--- src/rtl/cpu19_pkg.sv ---
// rtl/cpu19_pkg.sv - shared types and constants for the 19-bit CPU fetch path
package cpu19_pkg;
    localparam int XLEN = 19;
    localparam logic [XLEN-1:0] RESET_PC  = 19'h00000;
    localparam logic [XLEN-1:0] NOP_INSTR = 19'h00000;

    typedef enum logic {S_RUN, S_FLUSH} fetch_state_t;

    typedef struct packed {
        logic [XLEN-1:0] pc;
        logic [XLEN-1:0] instr;
    } fetch_entry_t;
endpackage

--- src/rtl/fetch_fifo.sv ---
// rtl/fetch_fifo.sv - prefetch FIFO of {pc, instr} entries with flush and occupancy count
module fetch_fifo
    import cpu19_pkg::*;
#(
    parameter int DEPTH = 4,
    localparam int AW = $clog2(DEPTH),
    localparam int CW = AW + 1
) (
    input  logic         clk,
    input  logic         rst_n,
    input  logic         push,
    input  fetch_entry_t push_data,
    input  logic         pop,
    input  logic         flush,
    output fetch_entry_t head,
    output logic         empty,
    output logic [CW-1:0] count
);
    localparam logic [CW-1:0] FULL = CW'(DEPTH);

    fetch_entry_t    mem [DEPTH];
    logic [AW-1:0]   wr_ptr;
    logic [AW-1:0]   rd_ptr;
    logic            do_push;
    logic            do_pop;

    assign empty   = (count == '0);
    assign head    = mem[rd_ptr];
    assign do_pop  = pop && !empty && !flush;
    assign do_push = push && !flush && ((count != FULL) || do_pop);

    always_ff @(posedge clk) begin
        if (do_push) begin
            mem[wr_ptr] <= push_data;
        end
    end

    always_ff @(posedge clk or negedge rst_n) begin
        if (!rst_n) begin
            wr_ptr <= '0;
            rd_ptr <= '0;
            count  <= '0;
        end else if (flush) begin
            wr_ptr <= '0;
            rd_ptr <= '0;
            count  <= '0;
        end else begin
            if (do_push) wr_ptr <= wr_ptr + AW'(1);
            if (do_pop)  rd_ptr <= rd_ptr + AW'(1);
            case ({do_push, do_pop})
                2'b10:   count <= count + CW'(1);
                2'b01:   count <= count - CW'(1);
                default: count <= count;
            endcase
        end
    end
endmodule

--- src/rtl/instr_fetch_unit.sv ---
// rtl/instr_fetch_unit.sv - sequential instruction fetch with prefetch FIFO and redirect flush
module instr_fetch_unit #(
    parameter int                           DEPTH    = 4,
    parameter logic [cpu19_pkg::XLEN-1:0]   RESET_PC = cpu19_pkg::RESET_PC
) (
    input  logic                        clk,
    input  logic                        rst_n,
    output logic                        mem_req,
    output logic [cpu19_pkg::XLEN-1:0]  mem_addr,
    input  logic                        mem_gnt,
    input  logic                        mem_rvalid,
    input  logic [cpu19_pkg::XLEN-1:0]  mem_rdata,
    output logic                        instr_valid,
    input  logic                        instr_ready,
    output logic [cpu19_pkg::XLEN-1:0]  instruction,
    output logic [cpu19_pkg::XLEN-1:0]  instr_pc,
    input  logic                        redirect,
    input  logic [cpu19_pkg::XLEN-1:0]  redirect_pc
);
    import cpu19_pkg::*;

    localparam int CW = $clog2(DEPTH) + 1;
    localparam logic [CW:0] LIMIT = (CW + 1)'(DEPTH);

    fetch_state_t    state;
    logic [XLEN-1:0] fetch_addr;
    logic [XLEN-1:0] pc_tag;
    logic [CW-1:0]   outstanding;
    logic [CW-1:0]   discard_cnt;
    logic [CW-1:0]   fifo_count;
    logic [CW-1:0]   outstanding_next;
    logic            fifo_empty;
    logic            grant;
    logic            push;
    logic            pop;
    fetch_entry_t    head;
    fetch_entry_t    push_data;

    // Counting buffered plus in-flight words reserves a FIFO slot for every response.
    assign mem_req  = rst_n && (state == S_RUN) && !redirect &&
                      (({1'b0, fifo_count} + {1'b0, outstanding}) < LIMIT);
    assign mem_addr = fetch_addr;
    assign grant    = mem_req && mem_gnt;
    assign push     = mem_rvalid && !redirect && (discard_cnt == '0);
    assign pop      = instr_valid && instr_ready && !redirect;

    assign push_data   = '{pc: pc_tag, instr: mem_rdata};
    assign instr_valid = !fifo_empty;
    assign instruction = instr_valid ? head.instr : NOP_INSTR;
    assign instr_pc    = instr_valid ? head.pc : '0;

    // On redirect every request still in flight belongs to the old stream.
    assign outstanding_next = outstanding + CW'(grant) - CW'(mem_rvalid);

    fetch_fifo #(.DEPTH(DEPTH)) u_fifo (
        .clk       (clk),
        .rst_n     (rst_n),
        .push      (push),
        .push_data (push_data),
        .pop       (pop),
        .flush     (redirect),
        .head      (head),
        .empty     (fifo_empty),
        .count     (fifo_count)
    );

    always_ff @(posedge clk or negedge rst_n) begin
        if (!rst_n) begin
            state       <= S_RUN;
            fetch_addr  <= RESET_PC;
            pc_tag      <= RESET_PC;
            outstanding <= '0;
            discard_cnt <= '0;
        end else begin
            outstanding <= outstanding_next;
            if (redirect) begin
                fetch_addr  <= redirect_pc;
                pc_tag      <= redirect_pc;
                discard_cnt <= outstanding_next;
                state       <= (outstanding_next != '0) ? S_FLUSH : S_RUN;
            end else begin
                if (grant) fetch_addr <= fetch_addr + XLEN'(1);
                if (push)  pc_tag     <= pc_tag + XLEN'(1);
                if (mem_rvalid && (discard_cnt != '0)) discard_cnt <= discard_cnt - CW'(1);
                if ((state == S_FLUSH) && (discard_cnt == '0)) state <= S_RUN;
            end
        end
    end
endmodule

--- config.mk ---
export PLATFORM = sky130hd
export DESIGN_NAME = instr_fetch_unit
export DESIGN_NICKNAME = d
export VERILOG_FILES = /design/src/rtl/cpu19_pkg.sv /design/src/rtl/fetch_fifo.sv /design/src/rtl/instr_fetch_unit.sv
export SDC_FILE = /design/constraint.sdc
export NUM_CORES = 1
export LEC_CHECK = 0
export BUFFER_PORTS_ARGS = -buffer_cell sky130_fd_sc_hd__buf_4
export CAP_MARGIN = 10
export CORE_MARGIN = 1
export CORE_UTILIZATION = 52
export DETAILED_ROUTE_END_ITERATION = 7
export PLACE_DENSITY = 0.74
export SETUP_SLACK_MARGIN = 0.2
export SLEW_MARGIN = 40
export SYNTH_ARGS = -nofsm -noshare
export SYNTH_HDL_FRONTEND = slang
export SYNTH_SLANG_ARGS = --single-unit
--- constraint.sdc ---
create_clock -name clk -period 2.9 [get_ports clk]
set_input_delay 0.435 -clock clk [delete_from_list [all_inputs] [get_ports clk]]
set_output_delay 0.435 -clock clk [all_outputs]
set_load 0.03 [all_outputs]
=== Yosys cells after proc, flatten, opt, wreduce, memory -nomap -nowiden ===
Memories as Yosys holds them, arrays and structs flattened.
Cells that the tools add are included.

* Register bits after elaboration: 52
* Input bits: 44
* Bits in writable memories: 152
* Memories: 1
* Word-level logic and storage cells: 71
* Output and inout port bits: 59

{| class="wikitable"
|+ Memories
! memory !! depth !! width !! rd ports !! clocked after memory_dff !! wr ports !! line !! text
|-
| u_fifo.mem || 4 || 38 || 1 || 0 || 1 || fetch_fifo.sv:21 || <nowiki>fetch_entry_t mem [DEPTH];</nowiki>
|}

* Bitwise logic cells: 1
* Eq/ne operators: 3
* Magnitude comparators: 1
* Mux-type cells: 19
* Reduce and logical (&&, ||, !) cells: 28
* $add $sub $neg: 10

{| class="wikitable"
|+ Operators by type and width
! kind !! count
|-
| 2-to-1 mux 19 bit || 6
|-
| adder 19 x 1 -> 19 bit (second input constant) || 2
|-
| logical AND 1 bit || 14
|-
| nonzero test 2 bit || 6
|-
| 2-to-1 mux 3 bit || 3
|-
| nonzero test 3 bit || 3
|-
| 2-to-1 mux 2 bit || 4
|-
| logical NOT 3 bit || 2
|-
| case mux 3 bit (2 select lines) || 1
|-
| subtractor 3 x 1 -> 3 bit (second input constant) || 2
|-
| 2-to-1 mux 1 bit || 5
|-
| adder 2 x 1 -> 2 bit (second input constant) || 2
|-
| adder 3 x 3 -> 4 bit || 1
|-
| less-than comparator 4 x 3 -> 1 bit (second input constant) || 1
|-
| adder 3 x 1 -> 3 bit || 1
|-
| adder 3 x 1 -> 3 bit (second input constant) || 1
|-
| inequality test 3 bit (second input constant) || 1
|-
| subtractor 3 x 1 -> 3 bit || 1
|-
| == test 2 x 1 -> 1 bit (second input constant) || 1
|-
| == test 2 bit (second input constant) || 1
|-
| logical NOT 1 bit || 2
|-
| logical OR 1 bit || 1
|-
| inverter 1 bit || 1
|}

=== Longest topological paths before layout ===
Gate-level depths: netlist of run 1.

* Depth after elaboration: 11
* Gate-level depth with buffers: 13
* Gate-level depth less buffers: 12

=== By module ===
Synthesis of run 1 repeated with hierarchy kept, for this count alone.

* Cells, all modules: 569
* Area, all modules: 8764.7 um^2

{| class="wikitable"
|+ By module, submodules not included
! module !! seq. area each (um^2) !! cells each !! instances !! area an instance (um^2)
|-
| fetch_fifo || 4739.5 || 245 || 1 || 5933.2
|-
| instr_fetch_unit || 1126.1 || 324 || 1 || 2831.5
|}

=== Worst setup path before layout of run 1 ===
Ideal clock, no wire load.

* Path type: register -> register
* Start point: register u_fifo.count[2]
* End point: register state
* Cell stages (with the launch flop): 14
* Path slack: 75 ps
* Period minus slack after synthesis: 2825 ps
* Data arrival time: 2692 ps
* Required time: 2767 ps
* Path buffers: 1
* Setup time: 133 ps
* Cell sequence: dfrtp_1 > ha_1 > nor4_2 > and4_1 > inv_2 > clkbuf_1 > ha_1 > inv_1 > ha_1 > inv_1 > fa_1 > inv_1 > o31ai_1 > o21ai_0

* Word-level cells in the longest chain between the ends: 9

{| class="wikitable"
|+ RTL lines
! element !! line !! text
|-
| from (decl) || fetch_fifo.sv:17 || <nowiki>output logic [CW-1:0] count</nowiki>
|-
| from (signal assigned) || fetch_fifo.sv:51 || <nowiki>2'b10: count <= count + CW'(1);</nowiki>
|-
| from (signal assigned) || fetch_fifo.sv:52 || <nowiki>2'b01: count <= count - CW'(1);</nowiki>
|-
| from (signal assigned) || fetch_fifo.sv:53 || <nowiki>default: count <= count;</nowiki>
|-
| adder 3 x 3 -> 4 bit || instr_fetch_unit.sv:41 || <nowiki>(({1'b0, fifo_count} + {1'b0, outstanding}) < LIMIT);</nowiki>
|-
| less-than comparator 4 x 3 -> 1 bit || instr_fetch_unit.sv:41 ||
|-
| logical AND 1 bit || instr_fetch_unit.sv:40 || <nowiki>assign mem_req = rst_n && (state == S_RUN) && !redirect &&</nowiki>
|-
| logical AND 1 bit || instr_fetch_unit.sv:43 || <nowiki>assign grant = mem_req && mem_gnt;</nowiki>
|-
| adder 3 x 1 -> 3 bit || instr_fetch_unit.sv:53 || <nowiki>assign outstanding_next = outstanding + CW'(grant) - CW'(mem_rvalid);</nowiki>
|-
| subtractor 3 x 1 -> 3 bit || instr_fetch_unit.sv:53 ||
|-
| net outstanding_next[1] || instr_fetch_unit.sv:31 || <nowiki>logic [CW-1:0] outstanding_next;</nowiki>
|-
| nonzero test 3 bit || instr_fetch_unit.sv:80 || <nowiki>state <= (outstanding_next != '0) ? S_FLUSH : S_RUN;</nowiki>
|-
| 2-to-1 mux 1 bit || instr_fetch_unit.sv:80 ||
|-
| 2-to-1 mux 1 bit || instr_fetch_unit.sv:76 || <nowiki>if (redirect) begin</nowiki>
|-
| to (signal assigned) || instr_fetch_unit.sv:80 ||
|-
| to (decl) || instr_fetch_unit.sv:25 || <nowiki>fetch_state_t state;</nowiki>
|}

The timed path passes the listed nets, and every way through them passes these cells.
A chain may end at the register's enable or synchronous reset.

=== Final worst setup path of run 1 ===
* Start point: register outstanding[2]
* End point: register state

* Word-level cells in the longest chain between the ends: 9

{| class="wikitable"
|+ RTL lines
! element !! line !! text
|-
| from (decl) || instr_fetch_unit.sv:28 || <nowiki>logic [CW-1:0] outstanding;</nowiki>
|-
| from (signal assigned) || instr_fetch_unit.sv:75 || <nowiki>outstanding <= outstanding_next;</nowiki>
|-
| adder 3 x 3 -> 4 bit || instr_fetch_unit.sv:41 ||
|-
| less-than comparator 4 x 3 -> 1 bit || instr_fetch_unit.sv:41 ||
|-
| logical AND 1 bit || instr_fetch_unit.sv:40 ||
|-
| logical AND 1 bit || instr_fetch_unit.sv:43 ||
|-
| adder 3 x 1 -> 3 bit * || instr_fetch_unit.sv:53 ||
|-
| subtractor 3 x 1 -> 3 bit * || instr_fetch_unit.sv:53 ||
|-
| net outstanding_next[2] || instr_fetch_unit.sv:31 ||
|-
| nonzero test 3 bit * || instr_fetch_unit.sv:80 ||
|-
| 2-to-1 mux 1 bit * || instr_fetch_unit.sv:80 ||
|-
| 2-to-1 mux 1 bit * || instr_fetch_unit.sv:76 ||
|}

Mark *: on every way through the listed nets, which the timed path passes. The rest lies on a longest branch.

==> metrics.md, run 1 <==
| Metric | Value |
|---|---|
| Largest net degree at the start of global routing | 53 |
| Worst path buffer plus inverter count | 3 |
| Port bufs | 102 |
| Crit-path max FO | 3 |
| Top Family by Delay on Critical Path | adder cells |
| Root buffer cell | clkbuf_16 |
| Fmax | 377.4 MHz |
| Clock transition at path regs | 0.06 ns |
| Period Utilization, post-route | 91.36% |
| Final Setup Violations | 0 |
| Antenna violations before repair | 0 |
| Max clock buf depth | 3 |
| GRT Total Usage | 20.41% |
| Die area | 0.01725 sq mm |
| Syn Nets | 606 |
| Mean routed wirelength per cell | 19.73 um |
| DR vias/cell | 5.748 |
| Top post-synthesis cells by area | edfxtp_1, dfrtp_1, mux4_2 |
| Worst Path Required | 3.26 ns |
| Critical Path Start Type | flip-flop |
| Grt ovf | 0 |
| Area delta synth->final | 21.88% |
| Clock sinks | 204 |
| Worst setup EP type | flip-flop |
| Psw | 2.815 mW |
| Final hold viol count | 0 |
| Share of layout cells above drive strength 1 | 32.35% |
| Post-route ant nets | 0 |
| Most numerous cell in the Yosys netlist | edfxtp_1 |
| H-tree depth | 1 |
| Status | completed |
| Top Ports | 103 |
| Synth async-reset ratio | 25.49% |
| Most common flop cell mapped by yosys | edfxtp_1 |
| Initial core utilization | 53.97% |
| Nets | 722 |
| Die height | 131.3 um |
| Worst-Skew Late Latency | 0.50 ns |
| Reg power frac | 39.8% |
| Worst VDD drop | 0.0004568 V |
| Cell accounting for the most synthesized area | edfxtp_1 |
| Setup_tns | 0 ns |
| Synth top area share | 52.48% |
| DRT Pass-1 Iters | 5 |
| Ant diodes | 0 |
| Synth cell types | 42 |
| # rows | 46 |
| Post-synthesis cell area | 0.008697 sq mm |
| Die width | 131.3 um |
| Critical path's slowest cell | fa_1 |
| Class of the worst hold path | input pin to async pin |
| Vias | 5150 |
| Setup ws final | 0.2506 ns |
| Clock Power Share | 30.4% |
| Critical path type | flip-flop to flip-flop |
| Seq/Total Area, Yosys | 67.44% |
| Slew HR | 49.25% |
| Most frequent cells after synthesis | edfxtp_1, dfrtp_1, and2_1, mux4_2, nand2_1 |
| Post-Syn Instances | 548 |
| Hold-fix buffers, CTS | 0 |
| RSZ-0062 raised after global routing | yes |
| Critical path data arrival time | 3.01 ns |
| CTS buffer count | 22 |
| Total routed wirelength | 17680 um |
| Comb pwr share | 29.8% |
| Number of global-route vias before repair | 5301 |
| Crit path top cell by count | inv_2 |
| Final Wtd Congestion | 0.8754 |
| Pwr per Cell Area | 850.4 mW/mm^2 |
| Mean post-synth cell area | 15.87 sq um |
| Max-cap violations | 0 |
| Max-slew violations | 0 |
| Place WS | 0.1490 ns |
| Flops & latches, synth | 204 |
| CTS tree | done |
| Switching share of total power | 31.23% |
| Cells along the critical path | ha_1 -> nor4_2 -> and4_1 -> inv_2 -> ha_4 -> inv_2 -> ha_4 -> inv_2 -> fa_1 -> xnor2_2 -> o31ai_1 -> o21ai_1 |
| Yosys warning count | 0 |
| P_int | 6.199 mW |
| DRC | 0 |
| Number of synthesized flops with an enable pin | 152 |
| Core area | 0.01612 sq mm |
| LEAKAGE | 3.894 nW |
| RR Startpoint | outstanding[2] |
| Worst-Margin Slew | 0.7604 ns |
| Crit. Startpoint | outstanding[2] |
| First-pass GRT wire length | 27600 um |
| Delay of the slowest critical-path stage | 0.43 ns |
| Worst Skew | 0.01073 ns |
| Min Tclk post-route | 2.649 ns |
| HPWL after DPL | 10490 um |
| DR iter-0 viols | 364 |
power groups by stage:
stage | sequential (mW) | combinational, mW | clock (mW)
floorplan | 3.63 | 1.72 | 0
detailed placement | 3.63 | 2.63 | 0
global route | 3.61 | 2.88 | 2.91
CTS | 3.57 | 2.66 | 2.79
global placement | 3.61 | 2.59 | 0
finish | 3.59 | 2.69 | 2.74
cells in the final DEF (no fill, tap or decap), types with 3 or more instances in the layout:
cell type,instances
nor2_1,15
xnor2_1,14
ha_1,10
edfxtp_1,152
and4_1,3
xor2_1,17
inv_2,3
nand3_1,23
nor4_2,5
nand4b_1,3
o31ai_1,3
nand2_1,35
nand4_1,9
a41oi_1,3
buf_12,4
clkbuf_8,3
mux2i_1,3
inv_1,9
clkinv_2,6
o311ai_0,7
and2_1,40
clkbuf_16,25
and3_1,8
and2_2,4
o21ai_0,22
dfrtp_1,50
nor3_1,3
buf_4,113
mux2_2,9
clkbuf_1,5
a31oi_1,6
mux4_2,38
a21oi_1,5
sequential cells by signal, summed over array words and instances (netlist names):
name,flops
u_fifo.rd_ptr,2
u_fifo.mem,152
u_fifo.wr_ptr,2
state,1
u_fifo.count,3
outstanding,3
discard_cnt,3
mem_addr,19
pc_tag,19
cell type report:
cell class	count	area (sq um)
Sequential cell	204	5868
Clock buffer	32	660.6
Tap cell	216	270.3
Multi-Input combinational cell	305	2706
Timing Repair Buffer	119	980.9
Clock inverter	8	68.82
Fill cell	1158	5515
Inverter	12	45.04
final timing paths:
check,end,cells after the start,slack (ns)
hold / removal,mem_addr[16],2,0.09
hold reg to reg,u_fifo.wr_ptr[0],1,0.54
min in group clk,u_fifo.mem[0][9],1,0.14
setup reg to reg,state,12,0.25
max in group asynchronous,u_fifo.rd_ptr[0],2,2.32
setup / recovery,state,12,0.25
routing by layer:
| layer | GRT usage, % | part of all wire (%) | vias up | wire length (um) |
|---|---|---|---|---|
| li1 | - | - | 2329 | - |
| met1 | 28.22 | 43 | 2586 | 7596 |
| met2 | 33.81 | 49 | 209 | 8716 |
| met3 | 3.086 | 6.2 | 26 | 1094 |
| met4 | 6.008 | 1.5 | 0 | 274 |
| met5 | 0 | 0 | - | 0 |
per-stage QoR:
step	hold WS [ns]	utilization (%)	power [mW]	instance area (sq um)	cells
finish	0.08776	65.78	9.014	10600	896
global route	0.1265	65.78	9.405	10600	896
CTS	0.1114	65.48	9.020	10550	894
detailed placement	0.5391	60.91	6.267	9816	853
global placement	0.5219	60.91	6.200	9816	853
floorplan	0.1394	-	5.348	8732	548
cells by family (layout without fill, tap and decap cells):
logic type,Yosys count,after routing,synth area share [%]
flops,204,204,67.44
simple gates,157,157,10.17
compound gates,52,52,3.755
mux,50,50,11.35
buf+inv,39,171,1.870
xor+xnor,32,32,3.223
fa+ha+maj,14,14,2.187
what timing repair did:
| item | 4_1_cts | 5_1_grt |
|---|---|---|
| setup buffers | 1 | 1 |
| resized for setup | 0 | 2 |
| endpoints found under the setup margin | 2 | 3 |
| pin swaps | 2 | 1 |
| gates cloned | 0 | 1 |
Note: power is estimated with default switching activity, not from simulation.
==> inputs of run 2 (changes only) <==
--- a/config.mk
+++ b/config.mk
@@ -10,7 +10,7 @@
 export CORE_MARGIN = 1
 export CORE_UTILIZATION = 52
 export DETAILED_ROUTE_END_ITERATION = 7
-export PLACE_DENSITY = 0.74
+export PLACE_DENSITY_LB_ADDON = 0.08
 export SETUP_SLACK_MARGIN = 0.2
 export SLEW_MARGIN = 40
 export SYNTH_ARGS = -nofsm -noshare
==> run 2 against run 1 <==
First-iteration DRC count increased by 7.7%. Power is 0.98% lower. Via count decreased by 1.8%. Largest cell class unchanged.
==> metrics.md, run 2 (same netlist as run 1, synthesis figures left out) <==
| Metric | Value |
|---|---|
| Status | completed |
| Total routed wirelength | 16920 um (-4.3%) |
| Critical path data arrival time | 3.02 ns (about the same) |
| Worst Path Required | 3.26 ns (about the same) |
| DR vias/cell | 5.667 (-1.4%) |
| Fillers | 1148 (-0.86%) |
| Setup ws final | 0.2415 ns (-0.009088 ns) |
| Commonest non-fill, non-tap cell in the layout | edfxtp_1 |
| Worst-Skew Late Latency | 0.49 ns (about the same) |
| DRT Pass-1 Iters | 4 (-1) |
| Worst-Margin Slew | 0.7434 ns (-0.01693 ns) |
| R2r worst-path depth | 12 (unchanged) |
| Critical Path Start Type | flip-flop |
| CTS buffer count | 22 (unchanged) |
| Register area | 0.005868 sq mm (unchanged) |
| H-tree depth | 1 (unchanged) |
| Max-cap violations | 0 (unchanged) |
| Grt ovf | 0 (unchanged) |
| Area occupied by multi-input gates | 0.002709 sq mm (about the same) |
| DR iter-0 viols | 392 (+7.7%) |
| Worst setup EP type | flip-flop |
| Delay of the slowest critical-path stage | 0.53 ns (+0.10 ns) |
| Min Tclk post-route | 2.659 ns (+0.009088 ns) |
| Design Power | 8.925 mW (-0.98%) |
| Place WS | 0.1605 ns (+0.01151 ns) |
| CTS tree | done |
| Fmax | 376.1 MHz (-0.34%) |
| Vias | 5055 (-1.8%) |
| Design Area, Final | 0.01055 sq mm (-0.48%) |
| Port bufs | 102 (unchanged) |
| Critical path's slowest cell | fa_2 |
| Final Wtd Congestion | 0.8426 (-3.7%) |
| Crit path top cell by count | inv_2 |
| Max-slew violations | 0 (unchanged) |
| Pwr per Cell Area | 846.1 mW/mm^2 (-0.50%) |
| Clock transition at path regs | 0.06 ns (about the same) |
| Final non-filler cell total | 892 (-0.45%) |
| Max clock buf depth | 3 (unchanged) |
| DRC | 0 (unchanged) |
| First-pass GRT wire length | 27300 um (-1.1%) |
| Class of the worst hold path | input pin to async pin |
| Die height | 131.3 um (unchanged) |
| Max reg flops | 152 (unchanged) |
| Biggest register | u_fifo.mem |
| Critical path type | flip-flop to flip-flop |
| Largest net degree at the start of global routing | 53 (unchanged) |
| Area delta synth->final | 21.29% |
| Setup_tns | 0 ns (unchanged) |
| Final Setup Violations | 0 (unchanged) |
| Initial core utilization | 53.97% (unchanged) |
| Die area | 0.01725 sq mm (unchanged) |
| Number of global-route vias before repair | 5179 (-2.3%) |
| LEAKAGE | 3.856 nW (-0.97%) |
| HPWL after DPL | 10280 um (-2.0%) |
| Cells along the critical path | ha_1 -> nor4_2 -> and4_1 -> inv_2 -> ha_4 -> inv_2 -> ha_4 -> inv_2 -> fa_2 -> inv_1 -> o31ai_1 -> o21ai_1 |
| Hold slack | 0.07667 ns (-0.01109 ns) |
| Nets | 720 (-0.28%) |
| Ant diodes | 0 (unchanged) |
| Final hold viol count | 0 (unchanged) |
| Clock sinks | 204 (unchanged) |
| # rows | 46 (unchanged) |
| RR Startpoint | u_fifo.count[2] |
| Commonest cells after routing, fill and taps aside | edfxtp_1, buf_4, dfrtp_1 |
| Layout Utilization | 65.46% (-0.32 points) |
| Critical path depth | 12 (unchanged) |
| Period Utilization, post-route | 91.67% (+0.31 points) |
| Worst VDD drop | 0.0004778 V (+4.6%) |
| RSZ-0062 raised after global routing | yes |
| GRT Total Usage | 20.15% (-0.26 points) |
| Placed cell area | 0.009828 sq mm (+0.13%) |
| Hold-fix buffers, CTS | 0 (unchanged) |
| Core area | 0.01612 sq mm (unchanged) |
| Share of layout cells above drive strength 1 | 31.66% (-0.70 points) |
| Die width | 131.3 um (unchanged) |
| Top Family by Delay on Critical Path | adder cells |
| Antenna violations before repair | 0 (unchanged) |
| Crit-path max FO | 2 (-1) |
| Worst path buffer plus inverter count | 4 (+1) |
| Worst Skew | 0.006209 ns (-0.004517 ns) |
| Mean routed wirelength per cell | 18.97 um (-3.9%) |
| Placed Cells | 853 (unchanged) |
| Top Ports | 103 (unchanged) |
| Post-route ant nets | 0 (unchanged) |
| Crit. Startpoint | u_fifo.count[2] |
| Slew HR | 50.25% (+1.0 points) |
| Root buffer cell | clkbuf_16 |
run 2: cell count changes in the layout (fill, tap and decap cells not counted), moves of 2 or more:
cell       change
buf_4          -2
clkbuf_16      -2
clkinv_2       -3
buf_12         +2
clkbuf_1       +2
clkbuf_8       -2
run 2: metal layers:
metal  wire length, um  vias to the layer above  global-route usage (%)  part of all wire, %
li1                  -                     2333                       -                    -
met1              7363                     2532                   27.47                   44
met2              8350                      171                   33.42                   49
met3               973                       19                   3.742                  5.8
met4               233                        0                   5.556                  1.4
met5                 0                        -                       0                    0
run 2: worst register-to-register path, cell delays in order, from the launching register on:
cell and delay (ns):
dfrtp_1 0.39, ha_1 0.31, nor4_2 0.23, and4_1 0.25
inv_2 0.06, ha_4 0.21, inv_2 0.06, ha_4 0.12
inv_2 0.03, fa_2 0.53, inv_1 0.05, o31ai_1 0.21
o21ai_1 0.09
run 2: where the power goes:
part / switching [mW] / total, mW / internal (mW)
logic: 1.52 / 2.65 / 1.13
clock network: 1.06 / 2.71 / 1.65
registers: 0.198 / 3.57 / 3.37
total: 2.77 / 8.93 / 6.16
run 2: path summary, 6_finish.rpt:
path                                     end  slack (ns)
min reg2reg                 u_fifo.wr_ptr[0]        0.54
min in group clk           u_fifo.mem[3][18]        0.15
max in group asynchronous   u_fifo.rd_ptr[1]        2.31
min                             mem_addr[14]        0.08
max reg2reg                            state        0.24
max                                    state        0.24
run 2: area by class of cell:
cell class / instances / area share, %
tap: 216 / 2.562
multi-input combinational: 305 / 25.68
timing repair buffer: 117 / 9.038
inverter: 12 / 0.4270
sequential: 204 / 55.63
clock buffer: 31 / 5.836
clock inverter: 7 / 0.8303
run 2: repair_timing:
action	4_1_cts	5_1_grt
endpoints found under the setup margin	2	1
pin swaps	2	1
resized for setup	2	0
buffers inserted	1	0
